==> src/rtl/iq_downmixer.sv <==
// I/Q downmixer: mixes a real sample stream with sin/cos, integrates and dumps over DECIM samples.
// Build option: define IQ_DOWNMIXER_ROUND_EN for round-half-up scaling instead of floor.
module iq_downmixer #(
    parameter int WIDTH  = 21,
    parameter int DWIDTH = 16,
    parameter int DECIM  = 8,
    parameter int OWIDTH = 16
) (
    input  logic              clk,
    input  logic              reset,
    input  logic [WIDTH-1:0]  sin,
    input  logic [WIDTH-1:0]  cos,
    input  logic [DWIDTH-1:0] din,
    input  logic              din_valid,
    input  logic              clear,
    output logic [OWIDTH-1:0] i_out,
    output logic [OWIDTH-1:0] q_out,
    output logic              out_valid,
    output logic              ovf
);
    localparam int PW = DWIDTH + WIDTH + 1;
    localparam int CW = (DECIM > 1) ? $clog2(DECIM) : 1;
    localparam int AW = PW + CW;
    localparam logic signed [AW-1:0] OMAX = {{(AW-OWIDTH+1){1'b0}}, {(OWIDTH-1){1'b1}}};
    localparam logic signed [AW-1:0] OMIN = {{(AW-OWIDTH+1){1'b1}}, {(OWIDTH-1){1'b0}}};

    logic signed [DWIDTH-1:0] din_q;
    logic signed [WIDTH-1:0]  sin_q, cos_q;
    logic                     v1_q, v2_q;
    logic signed [PW-1:0]     pi_q, pq_q;
    logic signed [AW-1:0]     acc_i_q, acc_i_d, acc_q_q, acc_q_d;
    logic [CW-1:0]            cnt_q, cnt_d;
    logic [OWIDTH-1:0]        i_out_q, i_out_d, q_out_q, q_out_d;
    logic                     out_valid_q, out_valid_d, ovf_q, ovf_d;
    logic [OWIDTH:0]          sat_i, sat_q;

    // Returns {clipped, value}: scale the window sum by 2^-(WIDTH-1) and clamp to OWIDTH.
    function automatic logic [OWIDTH:0] scale_sat(input logic signed [AW-1:0] s);
        logic signed [AW-1:0] r;
        logic signed [AW-1:0] sh;
`ifdef IQ_DOWNMIXER_ROUND_EN
        r = s + (AW'(1) <<< (WIDTH-2));
`else
        r = s;
`endif
        sh = r >>> (WIDTH-1);
        if (sh > OMAX)      scale_sat = {1'b1, OMAX[OWIDTH-1:0]};
        else if (sh < OMIN) scale_sat = {1'b1, OMIN[OWIDTH-1:0]};
        else                scale_sat = {1'b0, sh[OWIDTH-1:0]};
    endfunction

    // S1: capture; a sample arriving with clear becomes the first of the new window.
    always_ff @(posedge clk) begin
        if (reset) begin
            v1_q  <= 1'b0;
            din_q <= '0;
            sin_q <= '0;
            cos_q <= '0;
        end else begin
            v1_q <= din_valid;
            if (din_valid) begin
                din_q <= $signed(din);
                sin_q <= $signed(sin);
                cos_q <= $signed(cos);
            end
        end
    end

    // S2: products
    always_ff @(posedge clk) begin
        if (reset) begin
            v2_q <= 1'b0;
            pi_q <= '0;
            pq_q <= '0;
        end else begin
            v2_q <= v1_q & ~clear;
            pi_q <= PW'(din_q) * PW'(cos_q);
            pq_q <= -(PW'(din_q) * PW'(sin_q));
        end
    end

    assign sat_i = scale_sat(acc_i_q + AW'(pi_q));
    assign sat_q = scale_sat(acc_q_q + AW'(pq_q));

    // S3: integrate and dump
    always_comb begin
        acc_i_d     = acc_i_q;
        acc_q_d     = acc_q_q;
        cnt_d       = cnt_q;
        i_out_d     = i_out_q;
        q_out_d     = q_out_q;
        out_valid_d = 1'b0;
        ovf_d       = 1'b0;
        if (clear) begin
            acc_i_d = '0;
            acc_q_d = '0;
            cnt_d   = '0;
        end else if (v2_q) begin
            if (cnt_q == CW'(DECIM-1)) begin
                i_out_d     = sat_i[OWIDTH-1:0];
                q_out_d     = sat_q[OWIDTH-1:0];
                ovf_d       = sat_i[OWIDTH] | sat_q[OWIDTH];
                out_valid_d = 1'b1;
                acc_i_d     = '0;
                acc_q_d     = '0;
                cnt_d       = '0;
            end else begin
                acc_i_d = acc_i_q + AW'(pi_q);
                acc_q_d = acc_q_q + AW'(pq_q);
                cnt_d   = cnt_q + CW'(1);
            end
        end
    end

    always_ff @(posedge clk) begin
        if (reset) begin
            acc_i_q     <= '0;
            acc_q_q     <= '0;
            cnt_q       <= '0;
            i_out_q     <= '0;
            q_out_q     <= '0;
            out_valid_q <= 1'b0;
            ovf_q       <= 1'b0;
        end else begin
            acc_i_q     <= acc_i_d;
            acc_q_q     <= acc_q_d;
            cnt_q       <= cnt_d;
            i_out_q     <= i_out_d;
            q_out_q     <= q_out_d;
            out_valid_q <= out_valid_d;
            ovf_q       <= ovf_d;
        end
    end

    assign i_out     = i_out_q;
    assign q_out     = q_out_q;
    assign out_valid = out_valid_q;
    assign ovf       = ovf_q;
endmodule

==> config.mk <==
export PLATFORM = sky130hd
export DESIGN_NAME = iq_downmixer
export DESIGN_NICKNAME = d
export VERILOG_FILES = /design/src/rtl/iq_downmixer.sv
export SDC_FILE = /design/constraint.sdc
export NUM_CORES = 2
export LEC_CHECK = 0
export CORE_MARGIN = 2
export CORE_UTILIZATION = 45
export CTS_CLUSTER_DIAMETER = 120
export DETAILED_ROUTE_END_ITERATION = 10
export SYNTH_ARGS = -nofsm -noshare
export SYNTH_HDL_FRONTEND = slang
export SYNTH_SLANG_ARGS = --single-unit
==> constraint.sdc <==
create_clock -name clk -period 16.11 [get_ports clk]
set_input_delay 3.222 -clock clk [delete_from_list [all_inputs] [get_ports clk]]
set_output_delay 3.222 -clock clk [all_outputs]
set_load 0.02 [all_outputs]
==> impl_results.rst <==
.. list-table::
   :header-rows: 1

   * - Metric
     - Value
   * - DRC errors left
     - 0
   * - Final weighted congestion in routability-driven placement
     - 0.8619
   * - Instance count along the most critical hold path
     - 2
   * - Die extent in y
     - 294.2 µm
   * - Hold WC Path Type
     - reg -> reg
   * - Total of fill cells in the finished design
     - approximately 8000
   * - Buffers from clock root to sink, at most
     - 3
   * - Primary FF master, synth
     - dfxtp_1
   * - Layout cell share with drive strength beyond 1
     - under 10%
   * - Floorplan die area
     - ~87000 µm²
   * - Vias per cell
     - 5.325
   * - Max-slew violations
     - 0
   * - Total power divided by cell area
     - ~90 nW/µm²
   * - Antenna viol nets, final
     - 0
   * - Maximum number of pins on one net before global-route repair
     - 76
   * - Maximum ir drop on the vdd rail
     - 0.07989 mV
   * - Number of synthesized flops with an enable pin
     - 0
   * - Critical Path Sink Type
     - register
   * - Clock transition at the register clock pins on the worst setup and hold paths after CTS
     - 0.06 ns
   * - Total grt overflow
     - 0
   * - Placement-stage worst setup slack
     - 7.866 ns
   * - Fraction of synthesized cell area in xor and xnor cells
     - 3.004%
   * - Sum of negative setup slack
     - 0 ns
   * - Number of antenna violations at the first check in global routing
     - 1
   * - Clock buffers created by TritonCTS
     - 35
   * - Cell leakage power
     - 18.65 nW
   * - Register bit count reported by yosys
     - 254
   * - Number of input and output port buffers inserted
     - 95
   * - Cell with the largest stage delay on the worst path
     - dfxtp_1
   * - Share of the clock period used by the worst path
     - 51.49%
   * - Start point of the worst min-delay path
     - v1_q
   * - Highest clock frequency the design can meet
     - 120.5 MHz
   * - Seq/Total Area, Yosys
     - 13.42%
   * - Worst endpoint data arrival time
     - 8.75 ns
   * - Cell area after synthesis
     - 37900 µm²
   * - First-pass iteration count of the detailed router
     - 5
   * - Post CTS Setup Buffer Count
     - 0
   * - Clock latency on the worst-skew pair
     - 0.56 ns
   * - Most common cell after layout, fill and taps aside
     - inv_1
   * - Syn-to-layout area delta
     - 7.801%
   * - Multiplexer share of the synthesized area
     - 1.756%
   * - Average cell area after synthesis
     - 8.815 µm²
   * - Worst setup path category
     - reg -> reg
   * - Total number of H-tree levels
     - 2
   * - Gate count of the mapped netlist
     - 4300
   * - Yosys Warn Count
     - 0
   * - DP Wirelength
     - 73230 µm
   * - Worst Tran Pin Value
     - 1.196 ns
   * - Commonest cells after routing, fill and taps aside
     - inv_1 (749), fa_1 (667), nand2_1 (470), nor2_1 (324), ha_1 (292)
   * - Total global-route track usage
     - 22.77%
   * - Data required time at the worst endpoint
     - 16.57 ns
   * - Number of max-capacitance violations reported
     - 0
   * - Violation count after the first detailed-route iteration
     - approximately 1900
   * - Reg2reg start
     - din_q[15]
   * - Max-Slew Margin vs Limit
     - 20.10%
   * - Post-layout worst setup margin
     - between 7 and 8 ns
   * - Result of the run
     - finished, final reports clean
   * - Simple-gate share of the synthesized area
     - between 10% and 20%
   * - Sink Count
     - 254
   * - Distinct cell type count after synthesis
     - 77
   * - Crit path launch type
     - register
   * - Maximum fanout along the worst path
     - 19
   * - Average detailed-routed wire length per instance
     - approximately 18 µm
   * - Cell type with the highest occurrence count on the critical path
     - fa_1
   * - Synth Area in Compound Gates
     - 10.69%
   * - Cts repair resizes
     - 0
   * - Final wirelength
     - ~95000 µm
   * - First-pass GRT wire length
     - ~160000 µm
   * - Total via count after detailed routing
     - roughly 29000
   * - Chip width
     - about 290 µm
   * - Cells along the critical path
     - clkinv_1 > buf_4 > nor2_1 > ha_1 > inv_1 > fa_1 > fa_1 > fa_1 > fa_1 > inv_1 > fa_1 > inv_1 > ha_1 > a21o_1 > a21oi_1 > o21ai_0 > or4_1 > o221a_2 > nor3_1 > nor2_1 > a41o_1 > o41a_1 > o31ai_1
   * - Slack of the worst reg-to-reg path
     - 7.81 ns
   * - Via count of the first global-routing pass
     - around 29000
   * - Destination of the worst register-to-register timing path
     - pq_q[37]
   * - Number of failing setup endpoints in the final timing report
     - 0
   * - IO Pins
     - 96
   * - Initial Util
     - 45.36%
   * - Clock tree from TritonCTS
     - yes
   * - Clock skew after layout
     - 0.01711 ns
   * - Depth of the most critical reg-to-reg path
     - 23
   * - Unrepaired setup endpoints after global routing
     - no
   * - Core Footprint
     - 83560 µm²
   * - Number of rows created at floorplan
     - 106
   * - Largest family of logic cells by synthesized area
     - adder cells
   * - Arithmetic-cell share of the synthesized area counting full adders, half adders and majority gates
     - about 45%
   * - Antenna fix cells
     - 0
   * - Maximum cell stage delay along the critical path
     - ~0.84 ns
   * - Number of hold-slack violations in the final timing report
     - 0
   * - Asr flop ratio synth
     - 0%
   * - First element of the critical path
     - din_q[15]
   * - Net count, final
     - 5282
   * - Number of hold-repair buffers added at the cts stage
     - 0
   * - Synthesized netlist net count
     - 5321
   * - End point of the worst hold path
     - v2_q
   * - Master cell of the clock root buffer
     - clkbuf_16
   * - Time the final worst path needs with I/O delays and setup
     - 8.295 ns
-- worst max-delay path, delay by kind of cell (launching register included) --
kind	cells	cell delay [ns]
AND/OR/NAND/NOR	4	1.19
buffers and inverters	5	1.49
adder cells (fa/ha/maj)	7	2.94
AO/OA/AOI/OAI	7	1.74
flip-flops	1	0.84
-- through the flow --
stage | instance area (µm²) | util, % | total power, mW | cells | hold WS [ns]
final | 40860 | 48.90 | 3.644 | 5365 | 0.4188
after global routing | 40860 | 48.90 | 3.999 | 5365 | 0.4595
after CTS | 40860 | 48.90 | 3.668 | 5365 | 0.4245
after detailed placement | 39720 | 47.54 | 2.871 | 5304 | 0.4162
after global placement | 39720 | 47.54 | 2.858 | 5304 | 0.3949
after floorplan | 37900 | - | 2.384 | 4300 | 0.3936
-- routing by layer --
| layer | vias to the layer above | GRT usage, % | share of wire, % |
|---|---|---|---|
| li1 | 13474 | - | - |
| met1 | 14297 | 33.59 | 48 |
| met2 | 699 | 35.83 | 45 |
| met3 | 97 | 2.938 | 5.5 |
| met4 | 2 | 4.629 | 1.8 |
| met5 | - | 0 | 0.013 |
-- where the power goes --
group / switching [mW] / total, mW / internal, mW
Sequential: 0.0700 / 0.779 / 0.709
Clock: 0.315 / 0.775 / 0.460
Combinational: 1.21 / 2.09 / 0.876
-- final cells by class --
class | count | area [µm²] | area share, %
flip-flops and latches | 254 | 5085 | 12.44
clock buffers | 45 | 964.7 | 2.361
inverters | 751 | 2819 | 6.899
clock inverters | 16 | 175.2 | 0.4287
repair buffers | 134 | 1242 | 3.041
multi-input cells | 3085 | 29220 | 71.52
well taps | 1080 | 1351 | 3.307
-- cells in the mapped netlist (35+ instances only) --
library cell	count	area share [%]
and2_1	278	4.6
a22oi_1	54	1.1
nand2b_1	45	0.74
o21ai_0	63	0.83
xor2_1	50	1.2
a21o_1	81	1.6
nor3_1	53	0.70
xnor2_1	80	1.8
dfxtp_1	254	13
clkbuf_1	194	1.9
fa_1	667	35
a21oi_1	157	2.1
nand3_1	35	0.46
nor2_1	326	3.2
mux2i_1	62	1.6
ha_1	292	9.6
nand2_1	470	4.7
inv_1	750	7.4
-- logic make-up (layout without fill, tap and decap cells) --
logic type / after synthesis / in the layout
DFF: 254 / 254
AOI/OAI and AO/OA: 590 / 590
adders and majority gates: 959 / 959
buffers and inverters: 961 / 946
and+or+nand+nor: 1340 / 1340
xor gates and xnor gates: 130 / 130
muxes: 66 / 66
-- state kept, by name, indices dropped and copies added (netlist names), 16 cells and up --
signal   cells
acc_i_q     41
acc_q_q     41
pq_q        38
pi_q        37
cos_q       21
sin_q       21
din_q       16
i_out       16
q_out       16
-- worst max path at each step --
stage               end  slack (ns)  cells after the start
6_report       pq_q[37]        7.81                     23
5_1_grt        pq_q[37]        7.36                     23
4_1_cts        pq_q[37]        7.85                     23
3_5_place_dp   pq_q[37]        7.87                     23
3_3_place_gp   pq_q[37]        8.08                     23
2_1_floorplan  pi_q[36]        9.41                     23
Note: power is estimated with default switching activity, not from simulation.
